==> config.mk <==
export PLATFORM = sky130hd
export DESIGN_NAME = rom_download_ctrl_flat
export DESIGN_NICKNAME = d
export VERILOG_FILES = /design/src/rtl/rom_dl_pkg.sv /design/src/rtl/rom_download_ctrl_if.sv /design/src/rtl/rom_region_decode.sv /design/src/rtl/rom_download_ctrl.sv /design/src/flat_wrapper.sv
export SDC_FILE = /design/constraint.sdc
export NUM_CORES = 1
export LEC_CHECK = 0
export BUFFER_PORTS_ARGS = -buffer_cell sky130_fd_sc_hd__buf_2
export CORE_MARGIN = 8
export CORE_UTILIZATION = 48
export CTS_CLUSTER_DIAMETER = 40
export CTS_CLUSTER_SIZE = 10
export DETAILED_ROUTE_END_ITERATION = 10
export PLACE_DENSITY = 0.76
export SLEW_MARGIN = 0
export SYNTH_ARGS = -nofsm -noshare
export SYNTH_HDL_FRONTEND = slang
export SYNTH_SLANG_ARGS = --single-unit
==> constraint.sdc <==
create_clock -name clk_sys -period 2.05 [get_ports clk_sys]
set_input_delay 0.41 -clock clk_sys [delete_from_list [all_inputs] [get_ports clk_sys]]
set_output_delay 0.41 -clock clk_sys [all_outputs]
set_load 0.1 [all_outputs]
==> src/rtl/rom_dl_pkg.sv <==
`default_nettype none
// ============================================================================
//  Module   : rom_dl_pkg
//  Brief    : Shared types and default region map for the ROM download path.
//  Revision : 1.0  initial release
// ============================================================================
package rom_dl_pkg;

    localparam int          c_AW       = 17;
    localparam logic [16:0] c_R0_END   = 17'h0E000;
    localparam logic [16:0] c_R1_END   = 17'h12000;
    localparam logic [16:0] c_R2_END   = 17'h16000;
    localparam logic [16:0] c_R3_END   = 17'h16800;
    localparam int          c_HOLD_CYC = 1024;

    typedef enum logic [1:0] {
        ST_IDLE = 2'd0,
        ST_LOAD = 2'd1,
        ST_HOLD = 2'd2,
        ST_RUN  = 2'd3
    } state_t;

    typedef logic [1:0] region_idx_t;

    function automatic logic [3:0] region_onehot(input region_idx_t idx);
        region_onehot = 4'b0001 << idx;
    endfunction

endpackage
`default_nettype wire

==> src/rtl/rom_download_ctrl_if.sv <==
`default_nettype none
// ============================================================================
//  Module   : rom_download_ctrl_if
//  Brief    : HPS ioctl download bus in, region-relative ROM write bus out.
//  Revision : 1.0  initial release
// ============================================================================
interface rom_download_ctrl_if #(
    parameter int AW = 17
);
    logic          ioctl_download;
    logic          ioctl_wr;
    logic [AW-1:0] ioctl_addr;
    logic [7:0]    ioctl_dout;
    logic [3:0]    rom_we;
    logic [AW-1:0] rom_addr;
    logic [7:0]    rom_data;

    modport master (
        output ioctl_download, ioctl_wr, ioctl_addr, ioctl_dout,
        input  rom_we, rom_addr, rom_data
    );

    modport slave (
        input  ioctl_download, ioctl_wr, ioctl_addr, ioctl_dout,
        output rom_we, rom_addr, rom_data
    );
endinterface
`default_nettype wire

==> src/rtl/rom_region_decode.sv <==
`default_nettype none
// ============================================================================
//  Module   : rom_region_decode
//  Brief    : Maps a download byte address to a one-hot region and offset.
//  Revision : 1.0  initial release
// ============================================================================
module rom_region_decode
    import rom_dl_pkg::*;
#(
    parameter int            AW     = c_AW,
    parameter logic [AW-1:0] R0_END = AW'(c_R0_END),
    parameter logic [AW-1:0] R1_END = AW'(c_R1_END),
    parameter logic [AW-1:0] R2_END = AW'(c_R2_END),
    parameter logic [AW-1:0] R3_END = AW'(c_R3_END)
) (
    input  wire  [AW-1:0] i_addr,
    output logic [3:0]    o_sel,
    output logic [AW-1:0] o_rel_addr,
    output logic          o_out_of_range
);

    region_idx_t   w_idx;
    logic [AW-1:0] w_base;

    // Ends are exclusive, so an address equal to an end belongs to the next region.
    always_comb begin
        w_idx          = 2'd0;
        w_base         = '0;
        o_out_of_range = 1'b0;
        if (i_addr < R0_END) begin
            w_idx  = 2'd0;
            w_base = '0;
        end else if (i_addr < R1_END) begin
            w_idx  = 2'd1;
            w_base = R0_END;
        end else if (i_addr < R2_END) begin
            w_idx  = 2'd2;
            w_base = R1_END;
        end else if (i_addr < R3_END) begin
            w_idx  = 2'd3;
            w_base = R2_END;
        end else begin
            o_out_of_range = 1'b1;
        end
        o_rel_addr = i_addr - w_base;
        o_sel      = o_out_of_range ? 4'b0000 : region_onehot(w_idx);
    end

endmodule
`default_nettype wire

==> src/rtl/rom_download_ctrl.sv <==
`default_nettype none
// ============================================================================
//  Module   : rom_download_ctrl
//  Brief    : Sequences HPS ROM download into four regions and owns core reset.
//  Revision : 1.0  initial release
// ============================================================================
module rom_download_ctrl
    import rom_dl_pkg::*;
#(
    parameter int            AW       = c_AW,
    parameter logic [AW-1:0] R0_END   = AW'(c_R0_END),
    parameter logic [AW-1:0] R1_END   = AW'(c_R1_END),
    parameter logic [AW-1:0] R2_END   = AW'(c_R2_END),
    parameter logic [AW-1:0] R3_END   = AW'(c_R3_END),
    parameter int            HOLD_CYC = c_HOLD_CYC
) (
    input  wire           clk_sys,
    input  wire           reset,
    rom_download_ctrl_if.slave bus,
    input  wire           ext_reset,
    output logic          core_reset,
    output logic          load_done,
    output logic          load_error,
    output logic [AW:0]   byte_count
);

    localparam int          c_HCW      = $clog2(HOLD_CYC + 1);
    localparam logic [AW:0] c_IMG_SIZE = {1'b0, R3_END};

    state_t           r_state;
    state_t           w_state_nxt;
    logic             r_dl_q;
    logic [c_HCW-1:0] r_hold_cnt;

    logic [3:0]       r_rom_we;
    logic [AW-1:0]    r_rom_addr;
    logic [7:0]       r_rom_data;
    logic             r_core_reset;
    logic             r_load_done;
    logic             r_load_error;
    logic [AW:0]      r_byte_count;

    logic             w_dl_fall;
    logic             w_hold_done;
    logic             w_enter_load;
    logic             w_load_end;
    logic             w_accept;
    logic             w_overrun;
    logic             w_core_reset_d;
    logic             w_size_bad;

    logic [3:0]       w_sel;
    logic [AW-1:0]    w_rel_addr;
    logic             w_oor;

    rom_region_decode #(
        .AW     (AW),
        .R0_END (R0_END),
        .R1_END (R1_END),
        .R2_END (R2_END),
        .R3_END (R3_END)
    ) u_decode (
        .i_addr         (bus.ioctl_addr),
        .o_sel          (w_sel),
        .o_rel_addr     (w_rel_addr),
        .o_out_of_range (w_oor)
    );

    assign w_dl_fall   = r_dl_q & ~bus.ioctl_download;
    assign w_hold_done = (r_hold_cnt == c_HCW'(HOLD_CYC - 1));

    // State register and hold counter
    always_ff @(posedge clk_sys or posedge reset) begin
        if (reset) begin
            r_state    <= ST_IDLE;
            r_hold_cnt <= '0;
        end else begin
            r_state <= w_state_nxt;
            if (r_state == ST_HOLD && w_state_nxt == ST_HOLD)
                r_hold_cnt <= r_hold_cnt + c_HCW'(1);
            else
                r_hold_cnt <= '0;
        end
    end

    // Next-state logic
    always_comb begin
        w_state_nxt = r_state;
        case (r_state)
            ST_IDLE: if (bus.ioctl_download) w_state_nxt = ST_LOAD;
            ST_LOAD: if (w_dl_fall)          w_state_nxt = ST_HOLD;
            ST_HOLD: begin
                if (bus.ioctl_download)
                    w_state_nxt = ST_LOAD;
                else if (w_hold_done)
                    w_state_nxt = r_load_done ? ST_RUN : ST_IDLE;
            end
            ST_RUN:  if (bus.ioctl_download) w_state_nxt = ST_LOAD;
            default: w_state_nxt = ST_IDLE;
        endcase
    end

    // Output/control decode; the cycle the falling edge is seen drops any strobe.
    always_comb begin
        w_enter_load   = (w_state_nxt == ST_LOAD) && (r_state != ST_LOAD);
        w_load_end     = (r_state == ST_LOAD) && w_dl_fall;
        w_accept       = (r_state == ST_LOAD) && !w_dl_fall && bus.ioctl_wr && !w_oor;
        w_overrun      = (r_state == ST_LOAD) && !w_dl_fall && bus.ioctl_wr &&  w_oor;
        w_core_reset_d = (r_state == ST_RUN) ? ext_reset : 1'b1;
        w_size_bad     = (r_byte_count != c_IMG_SIZE);
    end

    always_ff @(posedge clk_sys or posedge reset) begin
        if (reset) begin
            r_dl_q       <= 1'b0;
            r_rom_we     <= 4'b0000;
            r_rom_addr   <= '0;
            r_rom_data   <= 8'h00;
            r_core_reset <= 1'b1;
            r_load_done  <= 1'b0;
            r_load_error <= 1'b0;
            r_byte_count <= '0;
        end else begin
            r_dl_q       <= bus.ioctl_download;
            r_core_reset <= w_core_reset_d;
            r_rom_we     <= 4'b0000;
            if (w_accept) begin
                r_rom_we   <= w_sel;
                r_rom_addr <= w_rel_addr;
                r_rom_data <= bus.ioctl_dout;
                if (r_byte_count != '1)
                    r_byte_count <= r_byte_count + (AW+1)'(1);
            end
            if (w_overrun)
                r_load_error <= 1'b1;
            if (w_enter_load) begin
                r_byte_count <= '0;
                r_load_error <= 1'b0;
                r_load_done  <= 1'b0;
            end
            if (w_load_end) begin
                r_load_error <= r_load_error | w_size_bad;
                r_load_done  <= ~(r_load_error | w_size_bad);
            end
        end
    end

    assign bus.rom_we   = r_rom_we;
    assign bus.rom_addr = r_rom_addr;
    assign bus.rom_data = r_rom_data;
    assign core_reset   = r_core_reset;
    assign load_done    = r_load_done;
    assign load_error   = r_load_error;
    assign byte_count   = r_byte_count;

endmodule
`default_nettype wire

==> src/flat_wrapper.sv <==
// flat-port wrapper written by rule: the top's interface ports become plain ports
module rom_download_ctrl_flat import rom_dl_pkg::*;
#(
    parameter int            AW       = c_AW,
    parameter logic [AW-1:0] R0_END   = AW'(c_R0_END),
    parameter logic [AW-1:0] R1_END   = AW'(c_R1_END),
    parameter logic [AW-1:0] R2_END   = AW'(c_R2_END),
    parameter logic [AW-1:0] R3_END   = AW'(c_R3_END),
    parameter int            HOLD_CYC = c_HOLD_CYC
)
  (clk_sys, reset, ext_reset, core_reset, load_done, load_error, byte_count, bus_ioctl_download, bus_ioctl_wr, bus_ioctl_addr, bus_ioctl_dout, bus_rom_we, bus_rom_addr, bus_rom_data);
  rom_download_ctrl_if #(.AW(AW)) bus_i ();
  input  wire clk_sys;
  input  wire reset;
  input  wire ext_reset;
  output logic core_reset;
  output logic load_done;
  output logic load_error;
  output logic [AW:0] byte_count;
  input wire logic [$bits(bus_i.ioctl_download)-1:0] bus_ioctl_download;
  input wire logic [$bits(bus_i.ioctl_wr)-1:0] bus_ioctl_wr;
  input wire logic [$bits(bus_i.ioctl_addr)-1:0] bus_ioctl_addr;
  input wire logic [$bits(bus_i.ioctl_dout)-1:0] bus_ioctl_dout;
  output wire logic [$bits(bus_i.rom_we)-1:0] bus_rom_we;
  output wire logic [$bits(bus_i.rom_addr)-1:0] bus_rom_addr;
  output wire logic [$bits(bus_i.rom_data)-1:0] bus_rom_data;
  assign bus_i.ioctl_download = bus_ioctl_download;
  assign bus_i.ioctl_wr = bus_ioctl_wr;
  assign bus_i.ioctl_addr = bus_ioctl_addr;
  assign bus_i.ioctl_dout = bus_ioctl_dout;
  assign bus_rom_we = bus_i.rom_we;
  assign bus_rom_addr = bus_i.rom_addr;
  assign bus_rom_data = bus_i.rom_data;
  rom_download_ctrl #(.AW(AW), .R0_END(R0_END), .R1_END(R1_END), .R2_END(R2_END), .R3_END(R3_END), .HOLD_CYC(HOLD_CYC)) u_core (.clk_sys(clk_sys), .reset(reset), .bus(bus_i), .ext_reset(ext_reset), .core_reset(core_reset), .load_done(load_done), .load_error(load_error), .byte_count(byte_count));
endmodule
-- Word level (Yosys, flattened, before mapping)
Cells that the tools add are included.
- add/subtract/negate cells: 3
- $lt $le $gt $ge: 4
- eq/ne operators: 9
- shifts and indexed selects: 1
- muxes and demuxes: 30
- bitwise gates (word level): 4
- reduce and logical (&&, ||, !) cells: 16
- operators by type and width (cell ; number):
    $mux 17 ; 4
    $mux 18 ; 3
    $lt 17x17->1 const B ; 3
    $add 18x1->18 const B ; 1
    $mux 2 ; 9
    $ne 18x17->1 const B ; 1
    $ne 18x18->1 const B ; 1
    $lt 17x16->1 const B ; 1
    $sub 17x17->17 ; 1
    $add 11x1->11 const B ; 1
    $eq 11x10->1 const B ; 1
    $mux 11 ; 1
    $mux 1 ; 10
    $mux 4 ; 2
    $logic_and 1x1->1 ; 7
    $eq 2x2->1 const B ; 3
    $pmux 2 s3 ; 1
    $reduce_bool 2->1 ; 3
    $eq 2x1->1 const B ; 2
    $shl 1x2->4 const A ; 1
    $reduce_bool 3->1 ; 1
    $logic_not 1->1 ; 2
    $logic_not 2->1 ; 1
    $ne 2x1->1 const B ; 1
    5 further kinds ; 6
- register bits after elaboration: 64
- input bits: 30
- output and inout bits: 50
- word-level logic and storage cells: 77

-- Logic depth before layout (Yosys ltp)
Gate-level depths: netlist (run 1).
- depth in word-level cells: 9
- depth in mapped cells: 10

-- By module
From an unflattened synthesis (run 1), not the netlist that was laid out.
- cells, all modules: 312
- area, all modules: 3418.3 um2
- modules (own cells, without submodules) (module ; instances ; cells an instance ; area each (um2)):
    rom_download_ctrl ; 1 ; 271 ; 3099.2
    rom_region_decode ; 1 ; 41 ; 319.1

-- Least setup slack after synthesis (run 1)
Ideal clock, no wire load.
- path type: flip-flop to flip-flop
- start: register u_core.r_byte_count[1], in the netlist u_core.byte_count[1]
- end: register u_core.r_byte_count[3], in the netlist u_core.byte_count[3]
- data arrival time: 2.459 ns
- path slack: -0.530 ns
- stages on the path, launching flop included: 9
- buffers on the path: 1
- clock period less this slack: 2.580 ns
- cell sequence: dfrtp_1 > ha_1 > nand2_1 > nor2_1 > and4_1 > clkbuf_1 > nor3_1 > xnor2_1 > nor2_1
- longest elaborated chain between the ends: 4
- ends and longest elaborated chain (element ; line ; RTL):
    from (decl) ; rom_download_ctrl.sv:41 ; logic [AW:0] r_byte_count;
    from (signal assigned) ; rom_download_ctrl.sv:132 ; r_byte_count <= r_byte_count + (AW+1)'(1);
    $add 18x1->18 ; rom_download_ctrl.sv:132 ;
    $mux 18 ; rom_download_ctrl.sv:131 ; if (r_byte_count != '1)
    $mux 18 ; rom_download_ctrl.sv:127 ; if (w_accept) begin
    $mux 18 ; rom_download_ctrl.sv:136 ; if (w_enter_load) begin
Parallel ways exist; a longest one is shown, timed or not. The select of a mux whose other input is x is not followed.
A chain may end at the register's enable or synchronous reset.

-- Worst setup path after layout (run 1)
- start: register u_core.r_hold_cnt[1]
- end: register u_core.r_load_done, in the netlist u_core.load_done
- longest elaborated chain between the ends: 7
- ends and longest elaborated chain (element ; line ; RTL):
    from (decl) ; rom_download_ctrl.sv:33 ; logic [c_HCW-1:0] r_hold_cnt;
    from (signal assigned) ; rom_download_ctrl.sv:80 ; r_hold_cnt <= r_hold_cnt + c_HCW'(1);
    $eq 11x10->1 ; rom_download_ctrl.sv:70 ; assign w_hold_done = (r_hold_cnt == c_HCW'(HOLD_CYC - 1));
    $mux 2 ; rom_download_ctrl.sv:95 ; else if (w_hold_done)
    $mux 2 ; rom_download_ctrl.sv:93 ; if (bus.ioctl_download)
    $pmux 2 s3 ; rom_download_ctrl.sv:89 ; case (r_state)
    via u_core.w_state_nxt[1] ; rom_download_ctrl.sv:31 ; state_t w_state_nxt;
    $eq 2x1->1 ; rom_download_ctrl.sv:105 ; w_enter_load = (w_state_nxt == ST_LOAD) && (r_state != ST_LOAD);
    $logic_and 1x1->1 ; rom_download_ctrl.sv:105 ;
    $reduce_bool 2->1 (no source line) ; - ;
    to (signal assigned) ; rom_download_ctrl.sv:143 ; r_load_done <= ~(r_load_error | w_size_bad);
    to (decl) ; rom_download_ctrl.sv:39 ; logic r_load_done;
The timed path passes the listed nets, and every way through them passes these cells.

==> run summary, run 1 <==
The flow ran to the end, but the final reports show violations. The checks that failed: negative setup slack. Traced cell by cell, the critical path runs through ha_2 > nand3_2 > or4_4 > o311a_4 > nor3b_4 > buf_6 > o22ai_1.

The critical path arrival came out at 2.34 ns. The number of placed instances, taps included is 526. Registers are responsible for 28.4% of the overall power.

The DRC marker count from the first detailed-route iteration came out at 86. Between clock sinks in the finished design, the worst skew comes to 0.00660 ns. The total congestion overflow came out at 0.

The core region is 6310 sq um. The filler cell count in the final layout is 566. The sequential fraction of the synthesis area came out at 51.3%.

Yosys mapped a number of flops with a built-in enable equal to 0. The ratio of routed vias to standard cells is 5.12. The setup check on the worst reg-to-reg path leaves a slack of -0.08 ns. The number of buffers added on ports came out at 79. The area share of the leading cell type in the synthesized netlist came out at 50.4%.

The worst-case hold slack came out at 0.184 ns. At the end of the flow, the number of nets in the layout was 505. The largest net degree at the start of global routing is 33.

In this run the critical register-to-register path is launched from u_core.r_hold_cnt[1]. The count of buffering cells on the critical path with inverters included is 1. The wire length of the first global-routing pass came out at 13500 um.

In the post-route analysis, the smallest setup slack over all paths is -0.0767 ns. The count of final max-slew check failures came to 0. The maximum clock rate came out at 470 MHz. Relative to the synthesized area, the layout overhead comes to 33.7%.

The standard cell with the maximum stage delay on the critical path is or4_4. The critical path is of the reg -> reg type. The fraction of final layout cells sized beyond drive strength 1 is 36.2%.

In this run the power spent charging and discharging nets is 0.00329 W. The flip-flop cell with the highest count after synthesis is dfrtp_1. STA puts the critical path data required time at 2.27 ns. Along the worst path, the maximum fanout reaches 11. The total number of H-tree levels came out at 3. The finished layout holds 546 standard cells, fillers aside. The number of antenna repair diodes came out at 0. The final-report hold violation count came to 0. The average detailed-routed wire length per instance came out at 14.7 um.

STA classifies the critical path startpoint as a register. The number of flip-flops and latches in the synthesized netlist is 64. The total nets after synthesis is 387. The horizontal extent of the die is 96.7 um. The critical path's largest stage delay came out at 0.48 ns.

The number of global-route vias before repair is 2836. Headroom to the max-slew limit came out at 52.4%. The internal power component is 0.00277 W. TritonCTS built the clock tree. Power spread over the standard cell area amounts to 1450 nW/um^2. Setup repair after global routing could not meet its margin everywhere. The final critical-path required period came out at 2.13 ns. For the pin with the worst max-slew slack, the measured transition is 0.713 ns. The share of synthesized flip-flops with an asynchronous set or reset came out at 100%. Once the floorplan was initialized, standard cells occupied 49.5% of the core. Summing all multi-input logic gate instances after layout gives 1510 sq um. The post-route total power came out at 0.00606 W.

The global-route total usage across every layer came out at 17.1%. The logic gate share of total power is 53.7%. The cell area after synthesis is 3130 sq um. The kind of end point of the critical path is a register. The number of warning messages in the yosys log came out at 0.

The remaining antenna violation count after routing is 0. Cells fill 66.2% of the core in the end. The cell family with the largest share of critical-path delay is simple AND/OR/NAND/NOR gates. The fraction of power consumed by the clock network came out at 17.9%. The destination of the worst register-to-register timing path is u_core.load_done.

The worst voltage drop across the vdd grid is 1.44 mV. In the synthesized netlist, the number of instances is 346. Setup violations remaining at the end of the flow were counted as 18. The half-perimeter wire length after placement came out at 5890 um. The via total after detailed routing came out at 2796. The buffer depth of the longest clock path is 2.

The library cell used as clock root buffer is clkbuf_8. The max-capacitance violation count came out at 0. The netlist uses 39 different library cells. The class of the tightest hold or removal check is in -> async. In this run the core area contains 29 standard-cell rows. The share of the cycle needed by the critical path after routing came out at 104%. Before antenna repair, the detailed router went through 4 iterations. The global placement routability congestion came out at 0.850. The clock transition at the registers of the reported paths came out at 0.07 ns. Ranked by total cell area, the synthesized netlist is headed by dfrtp_1 (50%), nand2_1 (10%), xnor2_1 (5.9%).

The leakage power total is 2.07 nW. The average instance area after synthesis came out at 9.04 sq um. After detailed routing, the number of remaining DRC violations is 0.

The die covers 9350 sq um. Net switching is 54.3% of the power. The die boundary height is 96.7 um. The number of antenna violations at the first check in global routing is 0.

The number of sinks handled by clock tree synthesis came out at 64. Summed over all layers, the routed wires come to 8010 um. 80 I/O pins were placed. Of all cell types, the one taking the most synthesized area is dfrtp_1. The clock latency reported for the late side of the worst-skew pair came out at 0.33 ns. TritonCTS created 9 clock buffers.

The area of all sequential standard cells came out at 1630 sq um. The cell count of the worst reg-to-reg path came out at 7.
==> final cells by class <==
cell class | count | area share [%]
flip-flops and latches | 64 | 38.9
multi-input cells | 261 | 36.1
repair buffers | 118 | 17.0
clock buffers | 13 | 3.80
well taps | 77 | 2.30
inverters | 10 | 0.987
clock inverters | 3 | 0.958
==> layer usage <==
layer / track usage [%] / wire [um]
met1: 19.6 / 3370
met2: 29.9 / 4140
met3: 4.62 / 444
met4: 5.92 / 60
met5: 0 / 0
==> cell families (layout without fill, tap and decap cells) <==
family                   after synthesis  count (layout)  share of synthesized area [%]
AO/OA/AOI/OAI                         30              30                           5.84
XOR/XNOR                              27              27                           7.56
adder cells (fa/ha/maj)               11              11                           4.64
buffers and inverters                 21             144                           2.72
flip-flops                            64              64                           51.3
multiplexers                           2               2                          0.640
AND/OR/NAND/NOR                      191             191                           27.3
==> what timing repair did <==
action / CTS / global route
setup endpoints to repair: 3 / 53
pin swaps: 0 / 2
gates resized for setup: 3 / 14
hold buffers: 0 / 0
setup buffers: 0 / 3
cloned: 0 / 1
==> state kept, by name, summed over array words and instances (netlist names) <==
name and cells:
u_core.bus.rom_addr 17, u_core.r_dl_q 1, u_core.bus.rom_data 8, u_core.load_done 1
u_core.r_hold_cnt 11, u_core.r_state 2, u_core.bus.rom_we 4, u_core.load_error 1
u_core.core_reset 1, u_core.byte_count 18
==> worst reg2reg max path: stages, from the launching register on <==
cell	delay [ns]
dfrtp_1	0.35
ha_2	0.20
nand3_2	0.09
or4_4	0.48
o311a_4	0.35
nor3b_4	0.26
buf_6	0.19
o22ai_1	0.10
==> synth_stat cells (2+ instances only) <==
library cell	instances
or2_2	3
buf_2	2
nand3_1	15
dfrtp_1	63
nor4b_1	3
a21o_1	3
clkbuf_1	8
nor2_1	47
xor2_1	6
xnor2_1	21
a21oi_1	11
nor2b_1	2
nand2_1	86
nor4_1	5
ha_1	10
mux2i_1	2
nand2b_1	2
o21ai_0	7
nand4_1	9
inv_1	10
o22ai_1	3
nor3_1	11
==> how the worst max path moves through the flow <==
| stage | depth (start not counted) | endpoint | startpoint | slack, ns |
|---|---|---|---|---|
| global route | 7 | u_core.load_done | u_core.r_hold_cnt[0] | -0.18 |
| finish | 7 | u_core.load_done | u_core.r_hold_cnt[1] | -0.08 |
| detailed placement | 10 | u_core.bus.rom_addr[16] | bus_ioctl_addr[11] | -0.04 |
| CTS | 7 | u_core.load_done | u_core.r_hold_cnt[1] | 0.0007 |
| floorplan | 7 | u_core.byte_count[3] | u_core.byte_count[8] | 0.009 |
| global placement | 10 | u_core.bus.rom_addr[16] | bus_ioctl_addr[11] | -0.01 |
==> metrics by stage <==
stage	setup TNS (ns)	instance area (sq um)	worst slack, ns
6_report	-0.662	4180	-0.0767
5_1_grt	-3.89	4180	-0.179
4_1_cts	0	4100	0.000680
3_5_place_dp	-0.0562	3880	-0.0433
3_3_place_gp	-0.0121	3880	-0.0121
2_1_floorplan	0	3160	0.00932
==> cell usage in the layout (no fill, tap or decap), types with 2 or more instances in the layout <==
cell type,synthesis,layout
a21oi_1,11,10
o22ai_1,3,3
dfrtp_1,63,47
dfrtp_4,0,2
nor2_2,0,8
nor4_1,5,5
nor2b_1,2,2
a21o_1,3,3
buf_2,2,80
ha_1,10,8
ha_2,0,2
nand4_1,9,9
nor4b_1,3,3
xnor2_1,21,21
or2_2,3,3
buf_6,0,3
xor2_1,6,6
dfrtp_2,0,14
nor2_1,47,39
clkbuf_8,0,11
inv_1,10,9
o21ai_0,7,7
nand2_1,86,86
buf_4,1,34
clkbuf_1,8,2
clkinv_2,0,2
mux2i_1,2,2
nor3_1,11,10
nand2b_1,2,2
nand3_1,15,14
==> power groups by stage <==
stage	Clock [W]	Sequential [W]	Combinational (W)
6_report	0.00109	0.00172	0.00325
4_1_cts	0.00112	0.00172	0.00319
5_1_grt	0.00116	0.00175	0.00342
3_3_place_gp	0	0.00172	0.00313
3_5_place_dp	0	0.00174	0.00317
2_1_floorplan	0	0.00370	0.000582
No activity file was read; power rests on OpenSTA's default activity.
==> run 2, diff against run 1 <==
- CORE_UTILIZATION: 48 -> 49
- CTS_BUF_LIST: not set -> sky130_fd_sc_hd__clkbuf_4
- PLACE_DENSITY: 0.76 -> 0.78
==> run 2 against run 1 <==
Effect of this change:
- the run still ends with negative setup slack left
- first-iteration DRC count up 35%
- clock power down 23%
- largest cell class unchanged
- largest power group unchanged
- highest routed layer unchanged
- via count up 2.0%
==> run summary, run 2 (synthesized netlist as in run 1, its figures left out) <==
The end-of-flow core utilization is 66.0% (-0.25 points). The worst voltage drop across the vdd grid is 1.23 mV (-14%). The endpoint required time on the critical path came out at 2.33 ns (+0.06 ns).

The kind of end point of the critical path is a register. The total wirelength of the detailed-routed design was 7700 um (-3.9%). The DRC violation count after routing is 0 (unchanged). The total number of H-tree levels is 3 (unchanged). The final reports fail on negative setup slack. The worst hold path begins at bus_ioctl_download. The critical path arrival came out at 2.36 ns (+0.02 ns). The final critical-path required period is 2.08 ns (-0.0499 ns). The final standard cell count with taps included and fillers excluded is 547 (+0.18%). The largest net degree at the start of global routing came out at 35 (+6.1%). The worst clock skew was 0.0131 ns (+0.00650 ns). The startpoint identified for the worst register-to-register timing path is u_core.r_hold_cnt[1]. The number of antenna violations at the first check in global routing came to 0 (unchanged). The clock latency reported for the late side of the worst-skew pair was 0.40 ns (+0.07 ns). The internal power component was 0.00256 W (-7.6%). The power density of the placed cells came out at 1400 nW/um^2 (-3.4%). The number of buffers added on ports is 79 (unchanged). The DRC marker count from the first detailed-route iteration is 116 (+35%). The number of antenna repair diodes came to 0 (unchanged). The met3 track demand over resource in global routing came out at 5.38% (+0.76 points). After global routing, the most crowded layer is met2. The half-perimeter wire length after placement was 5640 um (-4.2%). The overall die area came to 9190 sq um (-1.7%). The site row count was 29 (unchanged). The worst path setup slack after routing came out at -0.0269 ns (+0.0499 ns).

The count of TritonRoute iterations in the first routing pass came out at 4 (unchanged). The met1 track demand over resource in global routing is 21.5% (+1.9 points). The worst hold path belongs to the class in -> reg. The fraction of power consumed by the clock network is 14.4% (-3.5 points).

The critical path start-end classification is reg -> reg. The switching fraction of total power came to 55.8% (+1.6 points). The remaining antenna violation count after routing is 0 (unchanged). The sequential share of power came out at 29.7% (+1.3 points). The run finished, with violations left. The average detailed-routed wire length per instance was 14.1 um (-4.0%). The buffer depth of the longest clock path was 2 (unchanged). The logic gate share of total power was 55.9% (+2.2 points). The area added between synthesis and finish came out at 32.5%. The worst slew margin relative to its limit came out at 66.7% (+14 points). The count of final max-slew check failures came out at 0 (unchanged). The ratio of routed vias to standard cells is 5.21 (+1.8%). The maximum clock rate came out at 481 MHz (+2.4%).

The total congestion overflow came out at 0 (unchanged). The fraction of final layout cells sized beyond drive strength 1 came out at 36.0% (-0.29 points). The via total after detailed routing is 2852 (+2.0%). The library cells used most frequently in the layout, excluding fill and tap cells, are nand2_1 (86), buf_2 (79), dfrtp_1 (46). The setup TNS after final layout is -0.0269 ns (+0.635 ns).

The share of the cycle needed by the critical path after routing was 101% (-2.4 points). The number of placed instances, taps included came out at 525 (-0.19%). The library cell used as clock root buffer is clkbuf_4.

The final-report hold violation count is 0 (unchanged). The number of buffers inserted during clock tree synthesis came out at 9 (unchanged). The final net count came out at 506 (+0.20%). The global-route total usage across every layer is 17.5% (+0.39 points). The area of the core came out at 6280 sq um (-0.57%). STA classifies the critical path startpoint as a register. The leakage power total came out at 2.06 nW (-0.58%). TritonCTS built the clock tree. The starting density of the core is 49.8% (+0.29 points).

The number of global-route vias before repair is 2822 (-0.49%). The met2 track demand over resource in global routing came out at 28.7% (-1.2 points). Setup repair after global routing could not meet its margin everywhere.

The global placement routability congestion came out at 0.936 (+10%). The I/O pin total is 80 (unchanged). The number of endpoints failing setup at the final stage came out at 1 (-17). The horizontal extent of the die came to 95.9 um (-0.86%).

The max-capacitance violation count is 0 (unchanged). In this run the worst setup path begins at u_core.r_hold_cnt[1]. Leaving out fill and tap cells, the most frequent cell in the layout is nand2_1. The flip-flop count of the largest register after layout came out at 18 (unchanged). The wire length of the first global-routing pass came out at 12700 um (-6.0%). The die boundary height came out at 95.9 um (-0.86%).

The net switching component of the power is 0.00324 W (-1.6%). The clock transition at the registers of the reported paths came to 0.10 ns (+0.03 ns). The transition time at the pin with the least slew margin came out at 0.503 ns (-0.209 ns). The top fanout value on the critical path is 7 (-4).

The number of sinks handled by clock tree synthesis is 64 (unchanged).
## run 2: changes by cell type in the layout (fill, tap and decap cells not counted), sizes merged
cell | previous run | this run
clkbuf | 13 | 12
clkinv | 2 | 3
dlygate4sd3 | 0 | 1
## run 2: area by class of cell
cell class / count / area, sq um
fill: 522 / 2140
sequential: 64 / 1630
multi-input combinational: 261 / 1520
timing repair buffer: 119 / 718
tap: 77 / 96.3
clock buffer: 12 / 90.1
clock inverter: 4 / 45.0
inverter: 10 / 41.3
## run 2: what timing repair did
action	in CTS	in global routing
endpoints found under the hold margin	8	0
gates resized for setup	9	6
setup endpoints to repair	12	52
cloned	1	0
hold buffers	1	0
setup buffers	1	3
## run 2: critical path, stage by stage, from the launching register on
cell	delay, ns
dfrtp_1	0.37
ha_2	0.20
nand3_2	0.08
or4_4	0.47
o311a_4	0.34
nor3b_4	0.25
buf_6	0.17
o22ai_2	0.09
## run 2: worst paths after layout
kind                                          endpoint  cells after the start  slack [ns]
worst min-delay path                     u_core.r_dl_q                      1        0.19
worst max-delay path                  u_core.load_done                      7       -0.03
min in group asynchronous       u_core.bus.rom_data[0]                      3        0.48
max in group asynchronous         u_core.byte_count[1]                      4        1.02
worst max register to register        u_core.load_done                      7       -0.03
worst min register to register  u_core.bus.rom_data[3]                      2        0.48
## run 2: layer usage
metal	wire length, um	vias to the layer above
li1	-	1399
met4	80	0
met1	3260	1368
met5	0	-
met3	462	10
met2	3900	75
## run 2: power by group through the flow
| stage | registers [W] | logic [W] | clock network, W |
|---|---|---|---|
| after detailed placement | 0.00174 | 0.00314 | 0 |
| final | 0.00172 | 0.00324 | 0.000835 |
| after global routing | 0.00176 | 0.00340 | 0.000930 |
| after global placement | 0.00172 | 0.00311 | 0 |
| after floorplan | 0.00370 | 0.000582 | 0 |
| after CTS | 0.00172 | 0.00320 | 0.000876 |
## run 2: per-stage QoR
stage	hold slack, ns	setup slack [ns]	area (sq um)	total power [W]
final	0.186	-0.0269	4140	0.00580
after global routing	0.145	-0.111	4140	0.00609
after CTS	0.141	-0.0305	4080	0.00580
after detailed placement	0.358	-0.0676	3880	0.00488
after global placement	0.359	-0.00440	3880	0.00483
after floorplan	0.441	0.00932	3160	0.00428
